**src/rtl/dmem_arbiter_if.sv**
```systemverilog
// dmem_arbiter_if
//   Bundle of every bus signal around dmem_arbiter: the two requester ports,
//   the single-port RAM pins and the busy flag.
//   Parameters: ADDR_W (RAM word-address width), DATA_W (data width).
//   Modports:
//     slave  - the arbiter: takes requests and ram_dataOut, drives grants,
//              read returns, RAM pins and busy.
//     master - the environment around it (requesters and RAM model).
interface dmem_arbiter_if #(
  parameter int ADDR_W = 12,
  parameter int DATA_W = 32
);
  logic              p0_req;
  logic              p0_wen;
  logic              p0_lock;
  logic [ADDR_W-1:0] p0_addr;
  logic [DATA_W-1:0] p0_wdata;
  logic              p0_gnt;
  logic              p0_rvalid;
  logic [DATA_W-1:0] p0_rdata;

  logic              p1_req;
  logic              p1_wen;
  logic              p1_lock;
  logic [ADDR_W-1:0] p1_addr;
  logic [DATA_W-1:0] p1_wdata;
  logic              p1_gnt;
  logic              p1_rvalid;
  logic [DATA_W-1:0] p1_rdata;

  logic              ram_wEn;
  logic [ADDR_W-1:0] ram_addr;
  logic [DATA_W-1:0] ram_dataIn;
  logic [DATA_W-1:0] ram_dataOut;

  logic              busy;

  modport slave (
    input  p0_req, p0_wen, p0_lock, p0_addr, p0_wdata,
    input  p1_req, p1_wen, p1_lock, p1_addr, p1_wdata,
    input  ram_dataOut,
    output p0_gnt, p0_rvalid, p0_rdata,
    output p1_gnt, p1_rvalid, p1_rdata,
    output ram_wEn, ram_addr, ram_dataIn,
    output busy
  );

  modport master (
    output p0_req, p0_wen, p0_lock, p0_addr, p0_wdata,
    output p1_req, p1_wen, p1_lock, p1_addr, p1_wdata,
    output ram_dataOut,
    input  p0_gnt, p0_rvalid, p0_rdata,
    input  p1_gnt, p1_rvalid, p1_rdata,
    input  ram_wEn, ram_addr, ram_dataIn,
    input  busy
  );
endinterface

```
**src/rtl/dmem_arbiter.sv**
```systemverilog
// dmem_arbiter
//   Shares the single-port data RAM between the CPU data port (port 0) and a
//   secondary peripheral master (port 1). At most one access is granted per
//   cycle; grants are combinational, read data returns one cycle after the
//   granting edge. A granted port may keep ownership for the next cycle by
//   holding lock, bounded by LOCK_MAX consecutive locked grants whenever the
//   peer is waiting.
//
//   Parameters: ADDR_W (RAM word address width), DATA_W (data width),
//               LOCK_MAX (1..15, max consecutive locked grants while the peer waits)
//   Ports:      clock  - system clock, rising edge
//               reset  - asynchronous, active-high
//               bus    - dmem_arbiter_if.slave (requesters, RAM pins, busy)
//
//   Build option: DMEM_ARB_ROUND_ROBIN_EN
//     defined   - contention goes to the port that was not granted last
//     undefined - contention always goes to port 0 (fixed priority)
//
//   state | meaning
//   ------+-------------------------------------------------------------
//   IDLE  | no locked sequence open; plain arbitration
//   OWN0  | port 0 holds a lock; served first while it keeps requesting
//   OWN1  | port 1 holds a lock; served first while it keeps requesting
module dmem_arbiter #(
  parameter int ADDR_W   = 12,
  parameter int DATA_W   = 32,
  parameter int LOCK_MAX = 4
) (
  input logic           clock,
  input logic           reset,
  dmem_arbiter_if.slave bus
);

  typedef enum logic [1:0] {
    IDLE = 2'd0,
    OWN0 = 2'd1,
    OWN1 = 2'd2
  } own_t;

  localparam logic [3:0] LOCK_LIM = 4'(LOCK_MAX);

  own_t              own_q, own_d;
  logic [3:0]        lock_cnt_q, lock_cnt_d;
  logic              rv_valid_q, rv_valid_d;
  logic              rv_port_q, rv_port_d;

  logic              owner_on;
  logic              owner_is1;
  logic              owner_req;
  logic              peer_req;
  logic              lock_expired;
  logic              gnt_any;
  logic              gnt_sel;
  logic              sel_wen;
  logic              sel_lock;
  logic [ADDR_W-1:0] sel_addr;
  logic [DATA_W-1:0] sel_wdata;
  logic              p0_rv;
  logic              p1_rv;

`ifdef DMEM_ARB_ROUND_ROBIN_EN
  // Only the round-robin policy needs to remember who went last.
  logic last_q, last_d;
`endif

  always_ff @(posedge clock or posedge reset) begin
    if (reset) begin
      own_q      <= IDLE;
      lock_cnt_q <= 4'd0;
      rv_valid_q <= 1'b0;
      rv_port_q  <= 1'b0;
`ifdef DMEM_ARB_ROUND_ROBIN_EN
      last_q     <= 1'b1;
`endif
    end else begin
      own_q      <= own_d;
      lock_cnt_q <= lock_cnt_d;
      rv_valid_q <= rv_valid_d;
      rv_port_q  <= rv_port_d;
`ifdef DMEM_ARB_ROUND_ROBIN_EN
      last_q     <= last_d;
`endif
    end
  end

  always_comb begin
    gnt_any    = 1'b0;
    gnt_sel    = 1'b0;
    own_d      = IDLE;
    lock_cnt_d = 4'd0;
`ifdef DMEM_ARB_ROUND_ROBIN_EN
    last_d     = last_q;
`endif

    owner_on     = (own_q != IDLE);
    owner_is1    = (own_q == OWN1);
    owner_req    = owner_is1 ? bus.p1_req : bus.p0_req;
    peer_req     = owner_is1 ? bus.p0_req : bus.p1_req;
    // lock_cnt saturates at LOCK_MAX, so >= and == agree; >= keeps the
    // check safe if a lock ran on unchallenged past the limit.
    lock_expired = (lock_cnt_q >= LOCK_LIM) && peer_req;

    if (!reset) begin
      if (owner_on && owner_req) begin
        // An expired lock hands this cycle to the waiting peer, in either
        // policy, so neither port can be starved by the other's lock.
        gnt_any = 1'b1;
        gnt_sel = lock_expired ? !owner_is1 : owner_is1;
      end else if (bus.p0_req && bus.p1_req) begin
        gnt_any = 1'b1;
`ifdef DMEM_ARB_ROUND_ROBIN_EN
        gnt_sel = !last_q;
`else
        gnt_sel = 1'b0;
`endif
      end else if (bus.p0_req || bus.p1_req) begin
        gnt_any = 1'b1;
        gnt_sel = bus.p1_req;
      end
    end

    sel_wen   = gnt_sel ? bus.p1_wen   : bus.p0_wen;
    sel_lock  = gnt_sel ? bus.p1_lock  : bus.p0_lock;
    sel_addr  = gnt_sel ? bus.p1_addr  : bus.p0_addr;
    sel_wdata = gnt_sel ? bus.p1_wdata : bus.p0_wdata;

    if (gnt_any && sel_lock) begin
      own_d = gnt_sel ? OWN1 : OWN0;
      if (own_d == own_q) begin
        lock_cnt_d = (lock_cnt_q >= LOCK_LIM) ? lock_cnt_q : lock_cnt_q + 4'd1;
      end else begin
        lock_cnt_d = 4'd1;
      end
    end

`ifdef DMEM_ARB_ROUND_ROBIN_EN
    if (gnt_any) begin
      last_d = gnt_sel;
    end
`endif

    rv_valid_d = gnt_any && !sel_wen;
    rv_port_d  = gnt_sel;
  end

  // RAM pins are forced to zero when nobody is granted so a stray address or
  // write data never reaches the macro.
  assign bus.ram_wEn    = gnt_any && sel_wen;
  assign bus.ram_addr   = gnt_any ? sel_addr  : '0;
  assign bus.ram_dataIn = gnt_any ? sel_wdata : '0;

  assign bus.p0_gnt = gnt_any && !gnt_sel;
  assign bus.p1_gnt = gnt_any &&  gnt_sel;

  assign p0_rv = rv_valid_q && !rv_port_q;
  assign p1_rv = rv_valid_q &&  rv_port_q;

  assign bus.p0_rvalid = p0_rv;
  assign bus.p1_rvalid = p1_rv;
  assign bus.p0_rdata  = p0_rv ? bus.ram_dataOut : '0;
  assign bus.p1_rdata  = p1_rv ? bus.ram_dataOut : '0;

  assign bus.busy = owner_on;

endmodule

```
**src/flat_wrapper.sv**
```systemverilog
// flat-port wrapper written by rule: the top's interface ports become plain ports
module dmem_arbiter_flat 
#(
  parameter int ADDR_W   = 12,
  parameter int DATA_W   = 32,
  parameter int LOCK_MAX = 4
)
  (clock, reset, bus_p0_req, bus_p0_wen, bus_p0_lock, bus_p0_addr, bus_p0_wdata, bus_p1_req, bus_p1_wen, bus_p1_lock, bus_p1_addr, bus_p1_wdata, bus_ram_dataOut, bus_p0_gnt, bus_p0_rvalid, bus_p0_rdata, bus_p1_gnt, bus_p1_rvalid, bus_p1_rdata, bus_ram_wEn, bus_ram_addr, bus_ram_dataIn, bus_busy);
  dmem_arbiter_if #(.ADDR_W(ADDR_W), .DATA_W(DATA_W)) bus_i ();
  input logic clock;
  input logic reset;
  input wire logic [$bits(bus_i.p0_req)-1:0] bus_p0_req;
  input wire logic [$bits(bus_i.p0_wen)-1:0] bus_p0_wen;
  input wire logic [$bits(bus_i.p0_lock)-1:0] bus_p0_lock;
  input wire logic [$bits(bus_i.p0_addr)-1:0] bus_p0_addr;
  input wire logic [$bits(bus_i.p0_wdata)-1:0] bus_p0_wdata;
  input wire logic [$bits(bus_i.p1_req)-1:0] bus_p1_req;
  input wire logic [$bits(bus_i.p1_wen)-1:0] bus_p1_wen;
  input wire logic [$bits(bus_i.p1_lock)-1:0] bus_p1_lock;
  input wire logic [$bits(bus_i.p1_addr)-1:0] bus_p1_addr;
  input wire logic [$bits(bus_i.p1_wdata)-1:0] bus_p1_wdata;
  input wire logic [$bits(bus_i.ram_dataOut)-1:0] bus_ram_dataOut;
  output wire logic [$bits(bus_i.p0_gnt)-1:0] bus_p0_gnt;
  output wire logic [$bits(bus_i.p0_rvalid)-1:0] bus_p0_rvalid;
  output wire logic [$bits(bus_i.p0_rdata)-1:0] bus_p0_rdata;
  output wire logic [$bits(bus_i.p1_gnt)-1:0] bus_p1_gnt;
  output wire logic [$bits(bus_i.p1_rvalid)-1:0] bus_p1_rvalid;
  output wire logic [$bits(bus_i.p1_rdata)-1:0] bus_p1_rdata;
  output wire logic [$bits(bus_i.ram_wEn)-1:0] bus_ram_wEn;
  output wire logic [$bits(bus_i.ram_addr)-1:0] bus_ram_addr;
  output wire logic [$bits(bus_i.ram_dataIn)-1:0] bus_ram_dataIn;
  output wire logic [$bits(bus_i.busy)-1:0] bus_busy;
  assign bus_i.p0_req = bus_p0_req;
  assign bus_i.p0_wen = bus_p0_wen;
  assign bus_i.p0_lock = bus_p0_lock;
  assign bus_i.p0_addr = bus_p0_addr;
  assign bus_i.p0_wdata = bus_p0_wdata;
  assign bus_i.p1_req = bus_p1_req;
  assign bus_i.p1_wen = bus_p1_wen;
  assign bus_i.p1_lock = bus_p1_lock;
  assign bus_i.p1_addr = bus_p1_addr;
  assign bus_i.p1_wdata = bus_p1_wdata;
  assign bus_i.ram_dataOut = bus_ram_dataOut;
  assign bus_p0_gnt = bus_i.p0_gnt;
  assign bus_p0_rvalid = bus_i.p0_rvalid;
  assign bus_p0_rdata = bus_i.p0_rdata;
  assign bus_p1_gnt = bus_i.p1_gnt;
  assign bus_p1_rvalid = bus_i.p1_rvalid;
  assign bus_p1_rdata = bus_i.p1_rdata;
  assign bus_ram_wEn = bus_i.ram_wEn;
  assign bus_ram_addr = bus_i.ram_addr;
  assign bus_ram_dataIn = bus_i.ram_dataIn;
  assign bus_busy = bus_i.busy;
  dmem_arbiter #(.ADDR_W(ADDR_W), .DATA_W(DATA_W), .LOCK_MAX(LOCK_MAX)) u_core (.clock(clock), .reset(reset), .bus(bus_i));
endmodule
```
**config.mk**
```make
export PLATFORM = sky130hd
export DESIGN_NAME = dmem_arbiter_flat
export DESIGN_NICKNAME = d
export VERILOG_FILES = /design/src/rtl/dmem_arbiter_if.sv /design/src/rtl/dmem_arbiter.sv /design/src/flat_wrapper.sv
export SDC_FILE = /design/constraint.sdc
export NUM_CORES = 1
export LEC_CHECK = 0
export CAP_MARGIN = 10
export CORE_AREA = 2 2 94 96
export DETAILED_ROUTE_END_ITERATION = 8
export DIE_AREA = 0 0 96 98
export PLACE_DENSITY = 0.67
export SLEW_MARGIN = 20
export SYNTH_ARGS = -nofsm -noshare
export SYNTH_HDL_FRONTEND = slang
export SYNTH_SLANG_ARGS = --single-unit
```
**constraint.sdc**
```tcl
create_clock -name clock -period 2.85 [get_ports clock]
set_input_delay 0.7125 -clock clock [delete_from_list [all_inputs] [get_ports clock]]
set_output_delay 0.7125 -clock clock [all_outputs]
set_load 0.05 [all_outputs]
```
Word-level counts from Yosys, hierarchy flattened:

Cells that the tools add are included.

* $add $sub $neg: 1
* $lt $le $gt $ge: 1
* equality and inequality tests: 3
* mux-type cells: 24
* reductions and logical operators: 16

Operators with widths (count)
* 32-bit 2-to-1 mux: 4
* 12-bit 2-to-1 mux: 2
* 1-bit 2-to-1 mux: 13
* 4-bit 2-to-1 mux: 3
* 1-bit logical AND: 10
* 4-bit by 1-bit adder with 4-bit output (second input constant): 1
* 4-bit by 3-bit greater-or-equal comparator with 1-bit output (second input constant): 1
* 1-bit logical NOT: 4
* 2-bit 2-to-1 mux: 2
* 3-bit inequality test (second input constant): 1
* 2-bit == test: 1
* 2-bit == test (second input constant): 1
* 2-bit nonzero test: 1
* 1-bit logical OR: 1

* flip-flop bits (word level): 8
* input port bits: 128
* word-level logic and storage cells: 49

Longest topological paths before layout:

Gate-level depths: netlist (run 1).

* depth in word-level cells: 10
* gate-level depth with buffers: 6
* gate-level depth less buffers: 4

Least setup slack after synthesis (run 1):

OpenSTA, ideal clock, no wires.

* path type: input to output
* from: input bus_p0_req
* to: output bus_p0_gnt
* arrival: 2.492 ns
* data required time: 2.138 ns
* setup slack: -0.355 ns
* stages on the path: 5
* buffers on the path: 3
* path through: clkbuf_1 > a31oi_2 > buf_6 > buf_2 > nor3_1

* cells in the longest elaborated chain, start to end: 7
* elaborated cells between the ends (all ways): 17
* those cells by class: 11 x mux; 6 x reduce/logical

Ends and longest elaborated chain
* from (decl): line flat_wrapper.sv:12 `input wire logic [$bits(bus_i.p0_req)-1:0] bus_p0_req;`
* 1-bit logical OR or 1-bit 2-to-1 mux (tied branches): line dmem_arbiter.sv:116, dmem_arbiter.sv:98
* 1-bit 2-to-1 mux or 1-bit logical AND (tied branches): line dmem_arbiter.sv:116, dmem_arbiter.sv:101
* 1-bit 2-to-1 mux (on tied branches): line dmem_arbiter.sv:109, dmem_arbiter.sv:108
* 1-bit 2-to-1 mux: line dmem_arbiter.sv:104 `if (owner_on && owner_req) begin`
* 1-bit 2-to-1 mux: line dmem_arbiter.sv:103 `if (!reset) begin`
* 1-bit logical NOT: line dmem_arbiter.sv:152 `assign bus.p0_gnt = gnt_any && !gnt_sel;`
* 1-bit logical AND (*): line dmem_arbiter.sv:152
* to (decl): line flat_wrapper.sv:23 `output wire logic [$bits(bus_i.p0_gnt)-1:0] bus_p0_gnt;`

Every way passes the cells marked *; elsewhere a longest branch is shown, timed or not.

Worst setup path in the final report (run 1):

* from: register u_core.own_q[0]
* to: output bus_ram_dataIn[29]

* cells in the longest elaborated chain, start to end: 8
* elaborated cells between the ends (all ways): 14
* those cells by class: 1 x eq/ne; 9 x mux; 4 x reduce/logical

Ends and longest elaborated chain
* from (decl): line dmem_arbiter.sv:42 `own_t own_q, own_d;`
* from (signal assigned): line dmem_arbiter.sv:76 `own_q <= own_d;`
* 2-bit == test: line dmem_arbiter.sv:96 `owner_is1 = (own_q == OWN1);`
* 1-bit 2-to-1 mux: line dmem_arbiter.sv:98 `peer_req = owner_is1 ? bus.p0_req : bus.p1_req;`
* 1-bit logical AND: line dmem_arbiter.sv:101 `lock_expired = (lock_cnt_q >= LOCK_LIM) && peer_req;`
* 1-bit 2-to-1 mux: line dmem_arbiter.sv:108 `gnt_sel = lock_expired ? !owner_is1 : owner_is1;`
* 1-bit 2-to-1 mux: line dmem_arbiter.sv:104
* 1-bit 2-to-1 mux: line dmem_arbiter.sv:103
* 32-bit 2-to-1 mux: line dmem_arbiter.sv:125 `sel_wdata = gnt_sel ? bus.p1_wdata : bus.p0_wdata;`
* 32-bit 2-to-1 mux (*): line dmem_arbiter.sv:150 `assign bus.ram_dataIn = gnt_any ? sel_wdata : '0;`
* to (decl): line flat_wrapper.sv:31 `output wire logic [$bits(bus_i.ram_dataIn)-1:0] bus_ram_dataIn;`

Marks and branches as above.

==> flow_summary.json, run 1 <==
{
  "h-tree-depth": 1,
  "ys.flop_type": "dfrtp_1",
  "track_usage_pct": 23.3,
  "grt_pass1_wl_mm": 17.4,
  "grt_max_degree": 48,
  "sequentialPowerShare_pct": 8.9,
  "total_power_uw": 1350,
  "setup_viol": 0,
  "start_util_pct": 19.6,
  "synth-edff-count": 0,
  "crit_path_max_incr_delay_ns": 0.56,
  "max_freq_mhz": 354,
  "worstHoldStart": "u_core.lock_cnt_q[1]",
  "min_period_ns": 2.83,
  "crit_required_ns": 2.14,
  "slew_headroom_pct": 63.2,
  "grt_pass1_vias": 3270,
  "yosys.area_share.adder_pct": 0.752,
  "use_met1_pct": 23.1,
  "crit_path_start_kind": "flop",
  "ir_drop_mv": 0.149,
  "synth_xor_area_share_pct": 0,
  "insertion_delay_ns": 0.22,
  "viasPerCell": 4.83,
  "whs_ns": 0.590,
  "syn_to_final_growth_pct": 277,
  "numCtsBuffers": 3,
  "cts_tree": "yes",
  "worstReg2RegEnd": "u_core.rv_valid_q",
  "finalMaxSlewViolations": 0,
  "synth_cell_types": 31,
  "r2r_slack_ns": 0.57,
  "hold-path-endpoint": "u_core.lock_cnt_q[1]",
  "ff2ff_path_depth": 6,
  "status": "completed",
  "portBuffers": 241,
  "clk_pin_slew_worst_paths_ns": 0.04,
  "synth_top_family_by_area": "simple AND/OR/NAND/NOR gates",
  "p_leak_uw": 0.00257,
  "first_iter_violations": 116,
  "drc": 0,
  "rows": 34,
  "cap_violations": 0,
  "worstSetupPathType": "flop to primary output",
  "power.internal_uw": 775,
  "hold_path_class": "flop to flop",
  "postPlaceCellArea_um2": 5980,
  "diodes": 0,
  "die_w_um": 96,
  "synth_nets": 408,
  "synthMuxAreaShare_pct": 1.28,
  "synthCells": 279,
  "crit_path_top_delay_cell": "or4b_4",
  "wl_per_cell_um": 17.2,
  "cts_buffer_depth": 2,
  "avgSynthCellArea_um2": 5.96,
  "ys_async_sr_fraction_pct": 100,
  "crit_chain": "or4b_4, a31oi_4, buf_8, bufbuf_16, o21ai_4, buf_12",
  "grtUsageMet3_pct": 7.41,
  "power_frac_comb_pct": 81.4,
  "yosys_warnings": 0,
  "layout_setup_ws_ns": 0.0231,
  "clkPwrFrac_pct": 9.7,
  "syn_area_um2": 1660,
  "grt-ovfl-total": 0,
  "whs_path_depth": 2,
  "min_period_over_period_pct": 99.2,
  "core_um2": 8470,
  "switching_share_pct": 42.7,
  "cellPowerDensity_nw_per_um2": 216,
  "skew_ns": 0.00368,
  "fin_tns_setup_ns": 0,
  "antenna_left": 0,
  "worst_slew_pin_slew_ns": 0.550,
  "cts-root-buf": "clkbuf_8",
  "dp_hpwl_mm": 8.85,
  "cts.sinks": 8,
  "cts_hold_buf": 0,
  "fp.dieH_um": 98,
  "design_area_um2": 6270,
  "rsz0062_at_grt": "yes",
  "ioPinCount": 242,
  "busiest_layer": "met2",
  "p_switching_uw": 578,
  "die_area_um2": 9410,
  "cp-end-kind": "primary output",
  "vias": 3108,
  "hold_viol": 0,
  "arrival_ns": 2.11,
  "mostFrequentLayoutCells": "clkdlybuf4s50_1 (127), buf_12 (120), nand2_1 (46), o21ai_4 (40), nand3_1 (37)",
  "wl_mm": 11.1,
  "dpl_worst_slack_ns": -0.186,
  "drtPass1Iterations": 4,
  "yosys.area_share.simple_pct": 56.1,
  "final_common_cell": "clkdlybuf4s50_1",
  "layout-drive-gt1-share_pct": 40.3,
  "ys_seq_area_share_pct": 12.0,
  "gp_congestion": 0.851,
  "antenna_found_initial": 0,
  "met2_usage_pct": 44.9,
  "synth_seq_cells": 8,
  "fin_nets": 667,
  "crit_path_max_fanout": 10,
  "crit-reg2reg-launch": "u_core.own_q[0]",
  "synth-compound-area-share_pct": 19.6
}
-- flip-flops by register name, summed over array words and instances (netlist names) --
register	cells
u_core.lock_cnt_q	4
u_core.own_q	2
u_core.rv_port_q	1
u_core.rv_valid_q	1
-- critical path, delay by kind of cell, from the launching register on --
kind / cells / cell delay, ns
AND/OR/NAND/NOR: 1 / 0.56
flip-flops: 1 / 0.37
buffers and inverters: 3 / 0.65
AO/OA/AOI/OAI: 2 / 0.31
-- Yosys cell counts, types with 2 or more instances --
cell type | number | area, um2
nand2_1 | 46 | 173
nand3_1 | 45 | 225
o21ai_1 | 44 | 220
and2_1 | 36 | 225
and3_1 | 33 | 206
clkbuf_1 | 19 | 71.3
dfrtp_1 | 8 | 200
buf_6 | 6 | 67.6
nor2_1 | 6 | 22.5
buf_2 | 4 | 20.0
nor2b_1 | 4 | 25.0
a21oi_1 | 3 | 15.0
inv_1 | 3 | 11.3
o21ai_0 | 3 | 15.0
nor3_1 | 2 | 10.0
o211ai_1 | 2 | 15.0
-- metal layers --
metal / wire length, um / vias to the layer above
met3: 1120 / 18
met2: 6070 / 154
met5: 0 / -
li1: - / 1489
met4: 286 / 0
met1: 3610 / 1447
-- cell type report --
| type | instances | area [um2] |
|---|---|---|
| multi-input cells | 239 | 1830 |
| well taps | 108 | 135 |
| inverters | 3 | 11.3 |
| fillers | 609 | 2190 |
| flip-flops and latches | 8 | 200 |
| repair buffers | 283 | 4060 |
| clock buffers | 3 | 41.3 |
-- worst max path at each step --
stage | start | to | slack [ns] | cells after the start
6_report | u_core.own_q[0] | bus_ram_dataIn[29] | 0.02 | 6
3_5_place_dp | bus_p1_req | bus_ram_wEn | -0.19 | 7
5_1_grt | u_core.own_q[0] | bus_ram_dataIn[7] | -0.04 | 7
2_1_floorplan | bus_p0_req | bus_p0_gnt | -0.07 | 5
3_3_place_gp | bus_p1_req | bus_ram_wEn | -0.15 | 7
4_1_cts | u_core.lock_cnt_q[3] | bus_ram_dataIn[22] | -0.02 | 8
-- per-stage QoR --
step           utilization, %  cells
6_report                 74.1    644
5_1_grt                  74.1    644
4_1_cts                  73.7    644
3_5_place_dp             70.6    632
3_3_place_gp             70.6    632
2_1_floorplan               -    279
-- logic make-up after synthesis --
family	Yosys count
flip-flops	8
buffers and inverters	32
multiplexers	2
AO/OA/AOI/OAI	59
AND/OR/NAND/NOR	177
adder cells (fa/ha/maj)	1
-- power groups by stage --
stage / logic (uW) / clock network [uW] / registers, uW
floorplan: 471 / 0 / 122
global placement: 1040 / 0 / 122
detailed placement: 1060 / 0 / 122
CTS: 1100 / 134 / 121
global route: 1150 / 144 / 121
finish: 1100 / 131 / 121
-- timing repair --
item                                    CTS  global route
buffers inserted                          4             0
endpoints found under the setup margin   46            29
gates cloned                              5             1
pin swaps                                 2             2
gates resized for setup                  14             8
No activity file was read; power rests on OpenSTA's default activity.
==> inputs of run 2 (changes only) <==
- clock period: 2.85 -> 3.2 ns (I/O delays scaled with it)
==> flow_summary.json, run 2 (synthesis results as in run 1) <==
{
  "p_switching_uw": 474,
  "fin_tns_setup_ns": 0,
  "crit-reg2reg-launch": "u_core.own_q[0]",
  "die_area_um2": 9410,
  "fillCellCount": 715,
  "antenna_found_initial": 0,
  "regMostFlops": "u_core.lock_cnt_q",
  "multiInputGateArea_um2": 1470,
  "grt_max_degree": 45,
  "vias": 2966,
  "power.internal_uw": 627,
  "design_area_um2": 5270,
  "status": "completed",
  "cts_tree": "yes",
  "register_area_um2": 204,
  "portBuffers": 241,
  "power_frac_comb_pct": 78.9,
  "rows": 34,
  "layout-drive-gt1-share_pct": 36.9,
  "core_um2": 8470,
  "syn_to_final_growth_pct": 217,
  "mostFrequentLayoutCells": "clkdlybuf4s50_1 (127), buf_12 (83), buf_4 (52), nand2_1 (46), nand3_1 (45)",
  "sequentialPowerShare_pct": 10.1,
  "grtUsageMet3_pct": 6.02,
  "grt_pass1_vias": 2882,
  "wl_per_cell_um": 15.3,
  "cts_hold_buf": 0,
  "insertion_delay_ns": 0.23,
  "ir_drop_mv": 0.0975,
  "r2r_slack_ns": 1.06,
  "drc": 0,
  "hold_path_class": "flop to flop",
  "numCtsBuffers": 3,
  "antenna_left": 0,
  "busiest_layer": "met2",
  "use_met1_pct": 20.1,
  "gp_congestion": 0.777,
  "dpl_worst_slack_ns": 0.0160,
  "clk_pin_slew_worst_paths_ns": 0.04,
  "rsz0062_at_grt": "no",
  "viasPerCell": 4.72,
  "fp.dieH_um": 98,
  "setup_viol": 0,
  "worstReg2RegEnd": "u_core.rv_valid_q",
  "crit_path_top_delay_cell": "or4b_4",
  "cts-root-buf": "clkbuf_8",
  "fin_nets": 651,
  "largest_register_ffs": 4,
  "met2_usage_pct": 37.1,
  "track_usage_pct": 19.1,
  "start_util_pct": 19.6,
  "die_w_um": 96,
  "skew_ns": 0.00199,
  "drtPass1Iterations": 4,
  "dp_hpwl_mm": 8.03,
  "slew_headroom_pct": 65.2,
  "crit_required_ns": 2.40,
  "cellPowerDensity_nw_per_um2": 209,
  "crit_path_start_kind": "flop",
  "switching_share_pct": 43.1,
  "cts_buffer_depth": 2,
  "worstSetupPathType": "flop to primary output",
  "max_freq_mhz": 322,
  "layout_setup_ws_ns": 0.0977,
  "crit_path_max_incr_delay_ns": 0.57,
  "diodes": 0,
  "min_period_over_period_pct": 96.9,
  "worst_slew_pin_slew_ns": 0.516,
  "crit_start": "u_core.own_q[0]",
  "cts.sinks": 8,
  "first_iter_violations": 136,
  "h-tree-depth": 1,
  "cp-end-kind": "primary output",
  "min_period_ns": 3.10,
  "arrival_ns": 2.30,
  "ff2ff_path_depth": 5,
  "finalMaxSlewViolations": 0,
  "final_common_cell": "clkdlybuf4s50_1",
  "clkPwrFrac_pct": 11.0,
  "postPlaceCellArea_um2": 5130,
  "top_regs": "u_core.lock_cnt_q: 4 flops, u_core.own_q: 2 flops",
  "cap_violations": 0,
  "crit_path_max_fanout": 7,
  "whs_ns": 0.564,
  "grt_pass1_wl_mm": 14.5,
  "endpoint": "bus_ram_dataIn[30]",
  "ioPinCount": 242,
  "p_leak_uw": 0.00231,
  "total_power_uw": 1100,
  "wl_mm": 9.59,
  "hold_viol": 0,
  "crit_chain": "or4b_4, a31oi_4, clkbuf_16, buf_4, nand3_1, o21ai_2, buf_12",
  "grt-ovfl-total": 0
}
run 2: worst min path at each step:
stage                                     from                   end  cells past startpoint
after floorplan           u_core.lock_cnt_q[1]  u_core.lock_cnt_q[1]                      2
after global placement    u_core.lock_cnt_q[1]  u_core.lock_cnt_q[1]                      2
after detailed placement  u_core.lock_cnt_q[1]  u_core.lock_cnt_q[1]                      2
after CTS                 u_core.lock_cnt_q[1]  u_core.lock_cnt_q[1]                      2
after global routing      u_core.lock_cnt_q[2]  u_core.lock_cnt_q[2]                      2
final                     u_core.lock_cnt_q[1]  u_core.lock_cnt_q[1]                      2
run 2: repair_timing:
item                                    4_1_cts  5_1_grt
endpoints found under the setup margin        0       12
setup buffers                                 0        3
gates resized for setup                       0        9
run 2: cell type report:
type | count | share of cell area, %
inverter | 3 | 0.214
clock buffer | 3 | 0.784
timing repair buffer | 267 | 64.7
multi-input combinational | 239 | 27.8
sequential | 8 | 3.87
tap | 108 | 2.57
run 2: critical path, delay by kind of cell (launching register included):
| kind | cells | cell delay (ns) |
|---|---|---|
| AO/OA/AOI/OAI | 2 | 0.45 |
| buffers and inverters | 3 | 0.51 |
| flip-flops | 1 | 0.44 |
| AND/OR/NAND/NOR | 2 | 0.67 |
run 2: layer usage:
metal	vias to the layer above	share of wire, %
met5	-	0
met4	0	0.73
met3	6	11
met2	172	55
met1	1324	33
li1	1464	-
run 2: power groups by stage:
stage	clock network (uW)	logic (uW)	registers, uW
5_1_grt	134	911	112
4_1_cts	125	863	111
3_5_place_dp	0	861	112
3_3_place_gp	0	854	112
2_1_floorplan	0	377	109
6_report	121	869	111
run 2: stage by stage:
stage,std cells,util [%]
global placement,620,60.6
finish,628,62.2
floorplan,279,-
detailed placement,620,60.6
global route,628,62.2
CTS,623,61.1
==> inputs of run 3 (changes only) <==
- GPL_TIMING_DRIVEN: not set -> 0
- MAX_ROUTING_LAYER: not set -> met4
==> flow_summary.json, run 3 (synthesis results as in run 1) <==
{
  "viasPerCell": 4.64,
  "crit_path_top_delay_cell": "clkdlybuf4s50_1",
  "cap_violations": 0,
  "crit_path_start_kind": "input port",
  "crit_path_max_fanout": 2,
  "grt_max_degree": 18,
  "fp.dieH_um": 98,
  "track_usage_pct": 19.3,
  "cts.sinks": 8,
  "finalMaxSlewViolations": 0,
  "crit_buf_inv": 2,
  "layout-drive-gt1-share_pct": 21.8,
  "cts-root-buf": "clkbuf_8",
  "h-tree-depth": 1,
  "regMostFlops": "u_core.lock_cnt_q",
  "gp_congestion": 0.817,
  "first_iter_violations": 104,
  "crit_family": "buffers and inverters",
  "syn_to_final_growth_pct": 165,
  "status": "completed",
  "rows": 34,
  "dp_cells": 627,
  "grt_pass1_wl_mm": 14.2,
  "layout.cells.non_filler": 631,
  "wl_per_cell_um": 14.7,
  "dp_hpwl_mm": 8.00,
  "cellPowerDensity_nw_per_um2": 209,
  "crit_required_ns": 2.40,
  "worstHoldStart": "u_core.lock_cnt_q[1]",
  "core_um2": 8470,
  "largest_register_ffs": 4,
  "p_switching_uw": 442,
  "crit-reg2reg-launch": "u_core.lock_cnt_q[2]",
  "sequentialPowerShare_pct": 11.9,
  "min_period_over_period_pct": 96.6,
  "ir_drop_mv": 0.0827,
  "worst_slew_pin_slew_ns": 0.532,
  "portBuffers": 240,
  "insertion_delay_ns": 0.23,
  "top_regs": "u_core.lock_cnt_q: 4 flops, u_core.own_q: 2 flops",
  "max_freq_mhz": 323,
  "power_frac_comb_pct": 74.5,
  "drtPass1Iterations": 5,
  "arrival_ns": 2.29,
  "worstSetupPathType": "input port to primary output",
  "rsz0062_at_grt": "no",
  "cp-end-kind": "primary output",
  "fin_nets": 654,
  "crit_chain": "clkdlybuf4s50_1, and3_1, clkdlybuf4s50_1",
  "min_period_ns": 3.09,
  "grt_pass1_vias": 2936,
  "dpl_worst_slack_ns": -1.17,
  "die_w_um": 96,
  "final_common_cell": "clkdlybuf4s50_1",
  "skew_ns": 0.00422,
  "drc": 0,
  "antenna_left": 0,
  "vias": 2930,
  "hold_viol": 0,
  "crit_path_max_incr_delay_ns": 0.81,
  "start_util_pct": 19.6,
  "mostFrequentLayoutCells": "clkdlybuf4s50_1 (168), nand2_1 (46), nand3_1 (45), buf_4 (42), o21ai_2 (40)",
  "antenna_found_initial": 0,
  "clkPwrFrac_pct": 13.6,
  "clk_pin_slew_worst_paths_ns": 0.04,
  "p_leak_uw": 0.00226,
  "numCtsBuffers": 3,
  "crit_top_cell": "clkdlybuf4s50_1",
  "cts_tree": "yes",
  "power.internal_uw": 477,
  "wl_mm": 9.29,
  "ioPinCount": 242,
  "diodes": 0,
  "grt-ovfl-total": 0,
  "switching_share_pct": 48.1,
  "die_area_um2": 9410,
  "hold_path_class": "flop to flop",
  "layout_setup_ws_ns": 0.108,
  "setup_viol": 0,
  "crit_start": "bus_ram_dataOut[1]",
  "cts_buffer_depth": 2,
  "slew_headroom_pct": 64.5
}
## run 3: what timing repair did
action / CTS / global route
resized for setup: 299 / 24
hold buffers: 0 / 0
buffers inserted: 1 / 0
pin swaps: 1 / 1
setup endpoints to repair: 47 / 25
## run 3: power groups by stage
| stage | Sequential [uW] | Clock, uW | Combinational, uW |
|---|---|---|---|
| final | 109 | 125 | 685 |
| after global routing | 110 | 131 | 726 |
| after CTS | 109 | 125 | 693 |
| after detailed placement | 110 | 0 | 696 |
| after global placement | 111 | 0 | 693 |
| after floorplan | 109 | 0 | 377 |
## run 3: cell type report
class	count	area [um2]
fill	827	4070
timing repair buffer	241	2360
multi-input combinational	239	1460
sequential	8	200
buffer	29	183
tap	108	135
clock buffer	3	41.3
inverter	3	11.3
## run 3: final timing paths
path / cells past startpoint / slack (ns) / end
worst max-delay path: 3 / 0.11 / bus_p1_rdata[1]
worst min-delay path: 2 / 0.58 / u_core.lock_cnt_q[1]
worst max register to register: 5 / 1.15 / u_core.rv_valid_q
worst min register to register: 2 / 0.58 / u_core.lock_cnt_q[1]
max in group asynchronous: 3 / 1.93 / u_core.lock_cnt_q[2]
min in group asynchronous: 3 / 1.00 / u_core.lock_cnt_q[3]
## run 3: layer usage
layer	vias to the layer above	GRT usage (%)	part of all wire (%)
met1	1304	19.3	35
met2	154	38.0	55
li1	1464	-	-
met5	-	-	0
met4	0	3.85	0.97
met3	8	2.85	8.9
## run 3: worst register-to-register path, stage by stage, from the launching register on
cell and delay [ns]:
dfrtp_1 0.44, or4b_4 0.60, a31oi_4 0.22, buf_8 0.18, mux2_1 0.33, nor3_1 0.18
## run 3: metrics by stage
| step | hold slack, ns | setup TNS, ns | utilization [%] | power, uW | instance area, um2 |
|---|---|---|---|---|---|
| final | 0.577 | 0 | 52.0 | 920 | 4400 |
| after global routing | 0.610 | 0 | 52.0 | 968 | 4400 |
| after CTS | 0.585 | 0 | 51.2 | 927 | 4340 |
| after detailed placement | 0.580 | -49.17 | 51.4 | 806 | 4360 |
| after global placement | 0.542 | -46.67 | 51.4 | 804 | 4360 |
| after floorplan | 0.522 | 0 | - | 486 | 1820 |
